==> config.mk <==
export PLATFORM = sky130hd
export DESIGN_NAME = serial_sub_8bit
export DESIGN_NICKNAME = d
export VERILOG_FILES = /design/src/rtl/serial_sub_8bit_pkg.sv /design/src/rtl/full_adder.sv /design/src/rtl/serial_sub_8bit.sv
export SDC_FILE = /design/constraint.sdc
export NUM_CORES = 1
export LEC_CHECK = 0
export ABC_CLOCK_PERIOD_IN_PS = 1860
export CAP_MARGIN = 15
export CORE_ASPECT_RATIO = 1.5
export CORE_MARGIN = 2
export CORE_UTILIZATION = 50
export CTS_CLUSTER_DIAMETER = 200
export DETAILED_ROUTE_END_ITERATION = 12
export PLACE_DENSITY_LB_ADDON = 0.25
export SYNTH_ARGS = -nofsm -noshare
export SYNTH_HDL_FRONTEND = slang
export SYNTH_SLANG_ARGS = --single-unit
==> constraint.sdc <==
create_clock -name clk -period 1.86 [get_ports clk]
set_clock_uncertainty 0.05 [all_clocks]
set_input_delay 0.186 -clock clk [delete_from_list [all_inputs] [get_ports clk]]
set_output_delay 0.186 -clock clk [all_outputs]
set_load 0.02 [all_outputs]
==> src/rtl/serial_sub_8bit_pkg.sv <==
// rtl/serial_sub_8bit_pkg.sv - shared state encoding and default width for the serial subtractor
package serial_sub_8bit_pkg;

  localparam int DEFAULT_WIDTH = 8;

  typedef enum logic [1:0] {
    IDLE = 2'd0,
    RUN  = 2'd1,
    DONE = 2'd2
  } state_t;

endpackage

==> src/rtl/full_adder.sv <==
// rtl/full_adder.sv - 1-bit full adder cell
module full_adder (
  input  logic in1,
  input  logic in2,
  input  logic cin,
  output logic out,
  output logic cout
);

  assign out  = in1 ^ in2 ^ cin;
  assign cout = (in1 & in2) | (cin & (in1 ^ in2));

endmodule

==> src/rtl/serial_sub_8bit.sv <==
// rtl/serial_sub_8bit.sv - bit-serial subtractor, in1 - in2 - bin, LSB first through one full adder
module serial_sub_8bit
  import serial_sub_8bit_pkg::*;
#(
  parameter int WIDTH = DEFAULT_WIDTH
) (
  input  logic             clk,
  input  logic             rst,
  input  logic             start,
  input  logic [WIDTH-1:0] in1,
  input  logic [WIDTH-1:0] in2,
  input  logic             bin,
  output logic             busy,
  output logic             done,
  output logic [WIDTH-1:0] diff,
  output logic             bout,
  output logic             ovf
);

  localparam int CW = (WIDTH > 1) ? $clog2(WIDTH) : 1;

  state_t           state;
  state_t           next;
  logic [CW-1:0]    cnt;
  logic [WIDTH-1:0] a;
  logic [WIDTH-1:0] b;
  logic [WIDTH-1:0] acc;
  logic             c;
  logic             nb;
  logic             s;
  logic             co;
  logic             last;

  assign last = (cnt == CW'(WIDTH - 1));
  assign nb   = ~b[0];
  assign busy = (state == RUN);
  assign done = (state == DONE);

  // a - b - bin is formed as a + ~b + ~bin, so the carry chain starts at ~bin
  full_adder u_fa (
    .in1  (a[0]),
    .in2  (nb),
    .cin  (c),
    .out  (s),
    .cout (co)
  );

  always_comb begin
    next = state;
    case (state)
      IDLE:    if (start) next = RUN;
      RUN:     if (last) next = DONE;
      DONE:    next = start ? RUN : IDLE;
      default: next = IDLE;
    endcase
  end

  always_ff @(posedge clk) begin
    if (rst) begin
      state <= IDLE;
      cnt   <= '0;
      c     <= 1'b0;
      a     <= '0;
      b     <= '0;
      acc   <= '0;
      diff  <= '0;
      bout  <= 1'b0;
      ovf   <= 1'b0;
    end else begin
      state <= next;
      case (state)
        IDLE, DONE: begin
          if (start) begin
            a   <= in1;
            b   <= in2;
            c   <= ~bin;
            cnt <= '0;
          end
        end
        RUN: begin
          a   <= a >> 1;
          b   <= b >> 1;
          acc <= {s, acc[WIDTH-1:1]};
          c   <= co;
          cnt <= cnt + CW'(1);
          // c still holds the carry into the MSB on the final bit
          if (last) begin
            diff <= {s, acc[WIDTH-1:1]};
            bout <= ~co;
            ovf  <= c ^ co;
          end
        end
        default: ;
      endcase
    end
  end

endmodule
# ---- Yosys cells after proc, flatten, opt, wreduce, memory -nomap -nowiden
# Index checks and enable logic that the tools add are counted.
dict set report word_totals {
  reg_bits 40
  in_bits 20
  output_inout_bits 12
  elab_cells 43
}
dict set report classes {
  n_reduce_logical 6
  addsub 1
  bitwise 9
  n_eq_ne 6
  muxes 12
}
# cell n
set ops {}
lappend ops {{$pmux W8 S2} 2}
lappend ops {{$mux W8} 2}
lappend ops {{$pmux W2 S3} 1}
lappend ops {{$pmux W3 S2} 1}
lappend ops {{$reduce_and A2 Y1} 3}
lappend ops {{$mux W2} 2}
lappend ops {{$ne A2 B2 Y1 const B} 2}
lappend ops {{$add A3 B1 Y3 const B} 1}
lappend ops {{$eq A3 B3 Y1 const B} 1}
lappend ops {{$mux W3} 1}
lappend ops {{$not A1 Y1} 3}
lappend ops {{$xor A1 B1 Y1} 3}
lappend ops {{$and A1 B1 Y1} 2}
lappend ops {{$eq A2 B1 Y1 const B} 1}
lappend ops {{$eq A2 B2 Y1 const B} 1}
lappend ops {{$logic_not A2 Y1} 1}
lappend ops {{$mux W1} 2}
lappend ops {{$ne A2 B1 Y1 const B} 1}
lappend ops {{$pmux W1 S2} 1}
lappend ops {{$reduce_bool A2 Y1} 1}
lappend ops {{$reduce_or A2 Y1} 1}
lappend ops {{$or A1 B1 Y1} 1}

# ---- Depth between registers and ports, before layout
dict set report depth {
  ltp_word 5
  depth_mapped 6
  ltp_nobuf 5
}

# ---- By module
# From an unflattened synthesis, not the netlist that was laid out.
dict set report hier_totals {
  hier_cells 193
  area_unflattened_um2 1576.5
}
# module area_per_inst_um2 n_inst cells_per_inst
set by_module_without_submodules {}
lappend by_module_without_submodules {serial_sub_8bit 1556.5 1 192}
lappend by_module_without_submodules {full_adder 20.0 1 1}

# ---- Worst setup path before layout
# OpenSTA, ideal clock, no wires.
dict set report synth_path {
  path_kind {reg2reg}
  from {reg cnt[0]}
  to {reg diff[7]}
  arrival_time_ps 1200
  path_buffers 1
  stages_incl_launch_ff 6
  slack_ps 525
  t_required_ps 1724
  cell_sequence {dfxtp_1 -> ha_1 -> ha_1 -> and3b_1 -> buf_2 -> a211oi_1}
}
dict set report synth_via {
  elab_chain_cells 2
}
# element line
set synth_rtl {}
lappend synth_rtl {{start: declaration} serial_sub_8bit.sv:24} ;# logic [CW-1:0] cnt;
lappend synth_rtl {{start signal: assignment} serial_sub_8bit.sv:85} ;# cnt <= cnt + CW'(1);
lappend synth_rtl {{$eq A3 B3 Y1} serial_sub_8bit.sv:34} ;# assign last = (cnt == CW'(WIDTH - 1));
lappend synth_rtl {{$reduce_and A2 Y1 (no source line)} n/a}
lappend synth_rtl {{end signal: assignment} serial_sub_8bit.sv:88} ;# diff <= {s, acc[WIDTH-1:1]};
lappend synth_rtl {{end: declaration} serial_sub_8bit.sv:15} ;# output logic [WIDTH-1:0] diff,
# Every way passes these cells.
# A chain may end at the register's enable or synchronous reset.

# ---- Final worst setup path
dict set report layout_path {
  from {reg state[0]}
  to {out busy}
}
dict set report layout_via {
  elab_chain_cells 1
}
# element line
set layout_rtl {}
lappend layout_rtl {{start: declaration} serial_sub_8bit.sv:22} ;# state_t state;
lappend layout_rtl {{start signal: assignment} serial_sub_8bit.sv:70} ;# state <= next;
lappend layout_rtl {{$eq A2 B1 Y1} serial_sub_8bit.sv:36} ;# assign busy = (state == RUN);
lappend layout_rtl {{end: declaration} serial_sub_8bit.sv:13} ;# output logic busy,
# Every way passes these cells.

==> flow_summary_export.csv <==
group,metric,value,unit
outcome,outcome,"completed",
timing,finalSetupViolations,0,
timing,rsz0062_at_grt,"no",
clocking,post_cts_buffers,0,
timing,finalSetupTns,0,ns
pwr,internal-power,1.311,mW
final_layout,nNetsFinal,243,
yosys,synthXorXnorAreaFrac,0.005551,
pwr,power_switching,0.4037,mW
floorplan,rows,25,
yosys,synth_compound_area_frac,0.1642,
clocking,cts_tree,"done",
floorplan,die-height,72.80,um
routing,ant_nets,0,
place,portBuffers,31,
worst_setup_path,cp-start-kind,"flip-flop",
yosys,yosysMostFrequentCell,"nand2_1",
yosys,yosys.area.top_type,"dfxtp_1",
routing,dr.pass1.iters,4,
pwr,pwr-share-comb,0.118,
final_layout,fin_util,0.6380,
timing,period_needed,1.749,ns
worst_setup_path,startpoint,"state[0]",
yosys,synth_top_area_share,0.4948,
pwr,seqPwrFrac,0.527,
yosys,synth_flop_cell,"dfxtp_1",
final_layout,design_area,1976,um2
clocking,cts_root_buf,"clkbuf_8",
final_layout,area_growth,25.22,%
routing,drt-vias-per-instance,5.238,
yosys,synth_nets,216,
yosys,avgSynthCellArea,8.175,um2
routing,vias,1367,
routing,wl,3.029,mm
pwr,p_leak,0.7186,nW
timing,finalMaxSlewViolations,0,
yosys,ys_types,23,
timing,hold_viol,0,
place,place_area,1876,um2
clocking,cts_sinks,39,
floorplan,core-area,3097,um2
floorplan,ios,32,
worst_setup_path,crit_type,"flip-flop to output port",
yosys,synthSimpleGateAreaFrac,0.2411,
grt,grt_pass1_wl,5.209,mm
floorplan,start_util,0.5095,
timing,slew_headroom,0.7414,
routing,avgRoutedWirePerCell,11.61,um
clocking,cts_hold_buf,0,
worst_setup_path,r2r_start,"cnt[0]",
worst_setup_path,worst_ep_arrival_time,1.51,ns
yosys,synth_fa_ha_area_frac,0.02855,
grt,gr-total-overflow,0,
clocking,path_clk_slew,0.07,ns
run,max_cap_violations,0,
worst_setup_path,r2r_cells,5,
floorplan,dieArea,3630,um2
yosys,syn_inst,193,
pwr,peakVddDrop,715.0,uV
pwr,switching_share,0.2355,
final_layout,drive_gt1_frac,0.05430,
yosys,synth-edff-count,0,
clocking,clk_latency,0.29,ns
grt,grt_pass1_vias,1287,
place,dp.cells,253,
timing,worstMarginPinSlew,0.3879,ns
timing,whs,0.3953,ns
yosys,yosys-top-cells-count,"62 x nand2_1, 39 x dfxtp_1, 21 x a21oi_1",
min_path,min_path_cells,3,
worst_setup_path,cp-end-kind,"output port",
yosys,yosys_warnings,0,
yosys,seq_area_frac_synth,0.4948,
grt,antenna_found_initial,0,
final_layout,diodes,0,
pwr,pwr-share-clk,0.355,
routing,dr.first_iter.drc_count,41,
clocking,htreeDepth,2,
final_layout,final.fill_count,274,
clocking,ctsResizeCount,0,
place,hpwl,2.158,mm
routing,drc,0,
grt,track_usage,0.1909,
worst_setup_path,crit_required,1.62,ns
timing,final.period_utilization,0.9402,
min_path,hold_start,"in2[7]",
pwr,powerDensity,867.9,nW/um2
min_path,min_to,"b[7]",
min_path,hold_class,"input pin to flip-flop",
yosys,synth_top_family_by_area,"simple AND/OR/NAND/NOR gates",
yosys,synth_seq_cells,39,
timing,timing.fmax,571.9,MHz
grt,grt_max_degree,43,
yosys,async_reset_ff_frac,0,
place,place_congestion,0.7569,
worst_setup_path,worst-path-max-fanout,6,
clocking,cts_buffers,5,
yosys,synthTopCellsByArea,"dfxtp_1 49%, nand2_1 15%, a311oi_1 7.8%",
yosys,synthMuxAreaShare,0,
final_layout,instances_no_fill,261,
floorplan,die_w,49.87,um
yosys,netlist_area,1578,um2
worst_setup_path,r2r_slack,0.36,ns
worst_setup_path,r2r-end,"diff[7]",
clocking,clk_path_buf_depth,2,
cell type report:
type                       count  area [um2]  share of cell area
timing repair buffer          35       340.3              0.1723
multi-input combinational    136       693.2              0.3509
clock buffer                   8       100.1             0.05067
inverter                       3       11.26            0.005700
sequential                    39       780.7              0.3952
tap                           40       50.05             0.02533
critical path, stage by stage (launching register included):
cell             delay, ns
dfxtp_1               0.44
nand2b_1              0.11
inv_1                 0.08
clkdlybuf4s50_1       0.60
kinds of logic (layout without fill, tap and decap cells):
kind of cell | Yosys count | in the layout
AO/OA/AOI/OAI | 39 | 39
XOR/XNOR | 1 | 1
adder cells (fa/ha/maj) | 3 | 3
buffers and inverters | 18 | 46
flip-flops | 39 | 39
AND/OR/NAND/NOR | 93 | 93
cell usage in the layout (no fill, tap or decap), types with 3 or more instances in the layout:
cell type        count
nand2_1             62
dfxtp_1             39
clkdlybuf4s50_1     31
a21oi_1             21
nor2_1              18
a311oi_1            14
clkbuf_8             7
nand3_1              6
buf_4                4
inv_1                3
sequential cells by signal, summed over array words and instances (netlist names):
| name | cells |
|---|---|
| c | 1 |
| b | 8 |
| state | 2 |
| diff | 8 |
| cnt | 3 |
| a | 8 |
| bout | 1 |
| acc | 7 |
| ovf | 1 |
worst max-delay path by stage:
stage	slack, ns	cells past startpoint	to
after detailed placement	0.28	4	c
final	0.11	3	busy
after floorplan	0.52	5	diff[7]
after global routing	0.03	3	busy
after global placement	0.31	4	c
after CTS	0.11	3	busy
power by group through the flow:
stage	clock, mW	sequential [mW]	combinational [mW]
final	0.609	0.903	0.202
after global placement	0	0.920	0.195
after CTS	0.626	0.903	0.204
after global routing	0.656	0.907	0.230
after detailed placement	0	0.923	0.204
after floorplan	0	0.915	0.147
metal layers:
layer  routed length, um  global-route usage  up-vias
li1                    -                   -      699
met1                1185              0.1759      628
met2                1648              0.3674       35
met3                 127             0.04918        5
met4                  68              0.1111        0
met5                   0                   0        -
stage by stage:
stage	setup slack, ns	power, mW
finish	0.1113	1.715
global route	0.03256	1.794
CTS	0.1066	1.734
detailed placement	0.2788	1.126
global placement	0.3064	1.116
floorplan	0.5246	1.062
(Power assumes the default switching activity.)
==> patch 1: new RTL, config.mk and constraints unchanged <==
`DEFAULT_WIDTH`: 8 -> 16.
--- a/src/rtl/serial_sub_8bit_pkg.sv
+++ b/src/rtl/serial_sub_8bit_pkg.sv
@@ -3,3 +3,3 @@
 
-  localparam int DEFAULT_WIDTH = 8;
+  localparam int DEFAULT_WIDTH = 16;
 
Ports: changed (resized diff, in1 and in2); port bits go from 32 to 56. No check against the original RTL was run, so the function may have changed too.
==> patch 1 against the unedited design <==
- critical path type unchanged
- power increased by 88%
- final cell count increased by 72%
- setup slack improved by 0.092 ns
- wire length increased by 110%
- sequential cell count increased by 33
- cell area increased by 84%
- hold slack got worse by 0.092 ns
- synthesized area increased by 82%
==> patch 1: results (changes against the unedited design) <==
outcome=finished clean (unchanged); share of cells above drive strength 1=0.08995 (was 0.05430); share of cell area taken by muxes after synthesis=0.008734 (was 0); cts bufs inserted=9 (was 5); largest net degree at the start of global routing=51 (was 43); Post-Synth Adder-Cell Area=0.01135 (was 0.02855); fraction of the mapped netlist area in compound gates=0.2432 (was 0.1642); Distinct cells, synth=31 (was 23); headroom to the max-slew limit=0.5876 (was 0.7414); register area share after synthesis=0.5031 (was 0.4948); total half-perimeter wirelength after legalization and detailed placement=3951 um (was 2158 um); arrival time at the worst endpoint=1.42 ns (was 1.51 ns); total number of vias=2,538 (was 1,367); H-tree level count=3 (was 2); worst-path maximum fanout=4 (was 6); maximum vdd ir drop=0.0005934 V (was 0.0007150 V); via count of the first global-routing pass=2,423 (was 1,287); xor and xnor fraction of the mapped netlist area=0.003057 (was 0.005551); total global routing track utilization=0.2100 (was 0.1909); final weighted congestion of routability-driven global placement=0.7688 (was 0.7569); switching power=0.7974 mW (was 0.4037 mW); final WL=6237 um (was 3029 um); LEAKAGE=1.244 nW (was 0.7186 nW); Area contributors post-synth=dfxtp_1 (50%), a21oi_1 (12%), nand3_1 (9.3%) (was dfxtp_1 (49%), nand2_1 (15%), a311oi_1 (7.8%)); number of filler instances in the final layout=474 (was 274); first-pass GRT wire length=10,520 um (was 5209 um); Port Buf Inserts=55 (was 31); largest registers in the final layout=a: 16 flops, b: 16 flops, diff: 16 flops (was a: 8 flops, b: 8 flops, diff: 8 flops); clock latency at the later pin of the worst-skew pair=0.35 ns (was 0.29 ns); initial DRC count=199 (was 41)
## patch 1: changes by cell type after synthesis, sizes merged, moves of 12 or more
cell | unedited run | this run
buf | 13 | 25
nand2 | 62 | 31
dfxtp | 39 | 72
nand3 | 6 | 53
o21ai | 0 | 17
a21oi | 21 | 69
a22oi | 0 | 30
nor2 | 18 | 2
a311oi | 14 | 1
## patch 1: metal layers
metal	track usage	part of all wire	vias up
met1	0.2343	0.41	1205
met4	0.1282	0.035	0
met3	0.05233	0.058	16
li1	-	-	1263
met2	0.3481	0.50	54
met5	0	0	-
## patch 1: worst paths after layout
path | startpoint | endpoint | slack, ns | depth (start not counted)
worst min register to register | acc[1] | acc[1] | 0.42 | 2
worst max register to register | cnt[0] | diff[1] | 0.34 | 5
worst min-delay path | rst | b[11] | 0.30 | 2
worst max-delay path | state[0] | done | 0.20 | 2
## patch 1: layout make-up
type                            instances  share of cell area
Clock buffer                           11             0.03897
Clock inverter                          5             0.01552
Inverter                                3            0.003793
Multi-Input combinational cell        221              0.3362
Sequential cell                        72              0.3972
Tap cell                               70             0.02414
Timing Repair Buffer                   66              0.1841
## patch 1: logic make-up (layout without fill, tap and decap cells)
group | count (synthesis) | after routing
AO/OA/AOI/OAI | 120 | 120
AND/OR/NAND/NOR | 96 | 96
flip-flops | 72 | 72
buffers and inverters | 37 | 85
adder cells (fa/ha/maj) | 2 | 2
multiplexers | 2 | 2
XOR/XNOR | 1 | 1
## patch 1: worst max-delay path, stage by stage, from the launching register on
cell and delay [ns]:
dfxtp_1 0.34, nor2b_1 0.12, clkdlybuf4s50_1 0.61
## patch 1: through the flow
stage	setup slack [ns]	instances	utilization	area (um^2)	hold WS [ns]
3_5_place_dp	0.3429	432	0.6243	3428	0.4081
6_report	0.2029	448	0.6607	3628	0.3034
4_1_cts	0.05396	448	0.6603	3626	0.3046
3_3_place_gp	0.3711	432	0.6243	3428	0.3967
5_1_grt	0.1215	448	0.6607	3628	0.3383
2_1_floorplan	0.5421	330	-	2865	0.2720
## patch 1: power groups by stage
stage | Combinational, mW | Clock (mW) | Sequential (mW)
after floorplan | 0.243 | 0 | 1.66
after global placement | 0.362 | 0 | 1.66
after detailed placement | 0.365 | 0 | 1.67
after CTS | 0.367 | 1.24 | 1.63
after global routing | 0.405 | 1.31 | 1.64
final | 0.365 | 1.22 | 1.63
==> patch 2: new RTL, config.mk and constraints unchanged <==
Made on the original files. Register the outputs `busy` and `done`; this adds one clock of latency there. The other outputs are not delayed to match.
--- a/src/rtl/serial_sub_8bit.sv
+++ b/src/rtl/serial_sub_8bit.sv
@@ -35,4 +35,6 @@
   assign nb   = ~b[0];
-  assign busy = (state == RUN);
-  assign done = (state == DONE);
+  always_ff @(posedge clk) begin
+    busy <= (state == RUN);
+    done <= (state == DONE);
+  end
 
Behaviour: not the same (a bounded check fails within 4 cycles, from zero or initial values and one cycle with rst high).
==> patch 2 against the unedited design <==
- sequential share of layout area is essentially flat
- wire length grew 1.1%
- cell area grew 5.1%
- clock power grew 38%
- non-clock buffer count grew 2
- setup slack gained 0.27 ns
- synthesized area grew 2.5%
- power grew 17%
- global-route usage shrank 1.1 points
- die area grew 2.4%
- sequential cell count grew 2
- critical endpoint is now diff[7]
==> patch 2: results (changes against the unedited design) <==
outcome=finished clean (unchanged); post_cts resized=0 (unchanged); number of stages on the worst hold path=3 (unchanged); maximum vdd ir drop=0.0006984 V (was 0.0007150 V); largest net degree at the start of global routing=33 (was 43); register area share after synthesis=0.5073 (was 0.4948); number of nets in the layout=247 (was 243); R2R Path End=diff[7] (unchanged); clock transition at the registers of the reported paths=0.08 ns; Area contributors post-synth=dfxtp_1 (51%), nand2_1 (14%), a311oi_1 (7.6%) (was dfxtp_1 (49%), nand2_1 (15%), a311oi_1 (7.8%)); number of filler instances in the final layout=270 (was 274); main flop type after synthesis=dfxtp_1 (unchanged); number of nets produced by synthesis=218 (was 216); total number of vias=1,372 (was 1,367); total iterations of the first detailed-routing run=4 (unchanged); Tightest Pin Transition=0.3698 ns (was 0.3879 ns); Hold/Removal Path Class=in2reg (unchanged); Critical R2R Launch=cnt[0] (unchanged); maximum number of buffers from clock root to sink=2 (unchanged); internal reg-to-reg setup slack=0.38 ns (was 0.36 ns); LEAKAGE=0.7651 nW (was 0.7186 nW); via count of the first global-routing pass=1,193 (was 1,287); biggest cell delay along the critical path=0.38 ns (was 0.60 ns); start point of the worst hold path=in2[7] (unchanged); share of cells above drive strength 1=0.06667 (was 0.05430); largest registers in the final layout=a: 8 flops, b: 8 flops, diff: 8 flops (unchanged); initial DRC count=56 (was 41); cts bufs inserted=5 (unchanged); final-report max-slew violation count=0 (unchanged); worst-path maximum fanout=11 (was 6); initial antenna violation count=0 (unchanged); total half-perimeter wirelength after legalization and detailed placement=2132 um (was 2158 um); most common library cells after synthesis=nand2_1 (62), dfxtp_1 (41), a21oi_1 (21) (was nand2_1 (62), dfxtp_1 (39), a21oi_1 (21)); setup fix buffers added after clock tree synthesis=0 (unchanged); total global routing track utilization=0.1802 (was 0.1909); Worst path top cell family by delay=simple AND/OR/NAND/NOR gates (was buffers and inverters); FF-to-FF path depth=5 (unchanged); clock root buffer master=clkbuf_8 (unchanged); Distinct cells, synth=23 (unchanged); slowest library cell on the worst path=and3b_1 (was clkdlybuf4s50_1); ys async rst share=0 (unchanged); area share of the leading cell type in the synthesized netlist=0.5073 (was 0.4948); first-pass GRT wire length=5037 um (was 5209 um); Hold Path Sink=b[7] (unchanged); Wirelength per Cell=11.55 um (was 11.61 um); ant diodes=0 (unchanged); YS warnings=0 (unchanged); H-tree level count=2 (unchanged); Port Buf Inserts=31 (unchanged); final weighted congestion of routability-driven global placement=0.7154 (was 0.7569); Post-Route Hold Slack=0.4010 ns (was 0.3953 ns); arrival time at the worst endpoint=1.64 ns (was 1.51 ns); clock latency at the later pin of the worst-skew pair=about 0.30 ns
-- patch 2: changes by cell type after synthesis, sizes merged --
| cell | before | now |
|---|---|---|
| dfxtp | 39 | 41 |
-- patch 2: worst max-delay path by stage --
stage | slack, ns | cells after the start | end | start
finish | 0.38 | 5 | diff[7] | cnt[0]
floorplan | 0.52 | 5 | diff[7] | cnt[0]
global placement | 0.31 | 4 | c | start
global route | 0.26 | 5 | diff[7] | cnt[0]
CTS | 0.34 | 5 | diff[7] | cnt[0]
detailed placement | 0.28 | 4 | c | start
-- patch 2: worst reg2reg max path, stage by stage (launching register included) --
cell	delay (ns)
dfxtp_1	0.35
ha_1	0.16
ha_1	0.18
and3b_1	0.38
nor2_1	0.08
a211oi_1	0.20
-- patch 2: area by class of cell --
cell class / count / area (um^2) / share of cell area
clock buffer: 5 / 68.82 / 0.03313
inverter: 3 / 11.26 / 0.005422
tap: 40 / 50.05 / 0.02410
multi-input combinational: 136 / 693.2 / 0.3337
sequential: 41 / 820.8 / 0.3952
timing repair buffer: 37 / 367.9 / 0.1771
clock inverter: 3 / 65.06 / 0.03133
-- patch 2: power by group --
part	switching [mW]	internal, mW
Combinational	0.109	0.103
Clock	0.308	0.533
Sequential	0.0264	0.922
Total	0.444	1.56
-- patch 2: cell families after synthesis --
group           after synthesis  share of synthesized area
compound gates               39                     0.1601
simple gates                 93                     0.2351
buf+inv                      18                    0.06419
xor+xnor                      1                   0.005415
fa+ha+maj                     3                    0.02784
flops                        41                     0.5073
-- patch 2: stage by stage --
stage | area (um^2) | setup slack, ns | util | power, mW | instances
finish | 2077 | 0.3817 | 0.6640 | 2.002 | 265
global route | 2077 | 0.2552 | 0.6640 | 2.076 | 265
global placement | 1943 | 0.3084 | 0.6212 | 1.171 | 257
CTS | 2077 | 0.3439 | 0.6640 | 2.013 | 265
floorplan | 1618 | 0.5246 | - | 1.108 | 195
detailed placement | 1943 | 0.2831 | 0.6212 | 1.181 | 257
-- patch 2: layer usage --
metal,vias up,share of wire,global-route usage
li1,707,-,-
met1,633,0.41,0.1943
met2,27,0.53,0.3202
met3,5,0.040,0.04878
met4,0,0.021,0.09009
met5,-,0,0
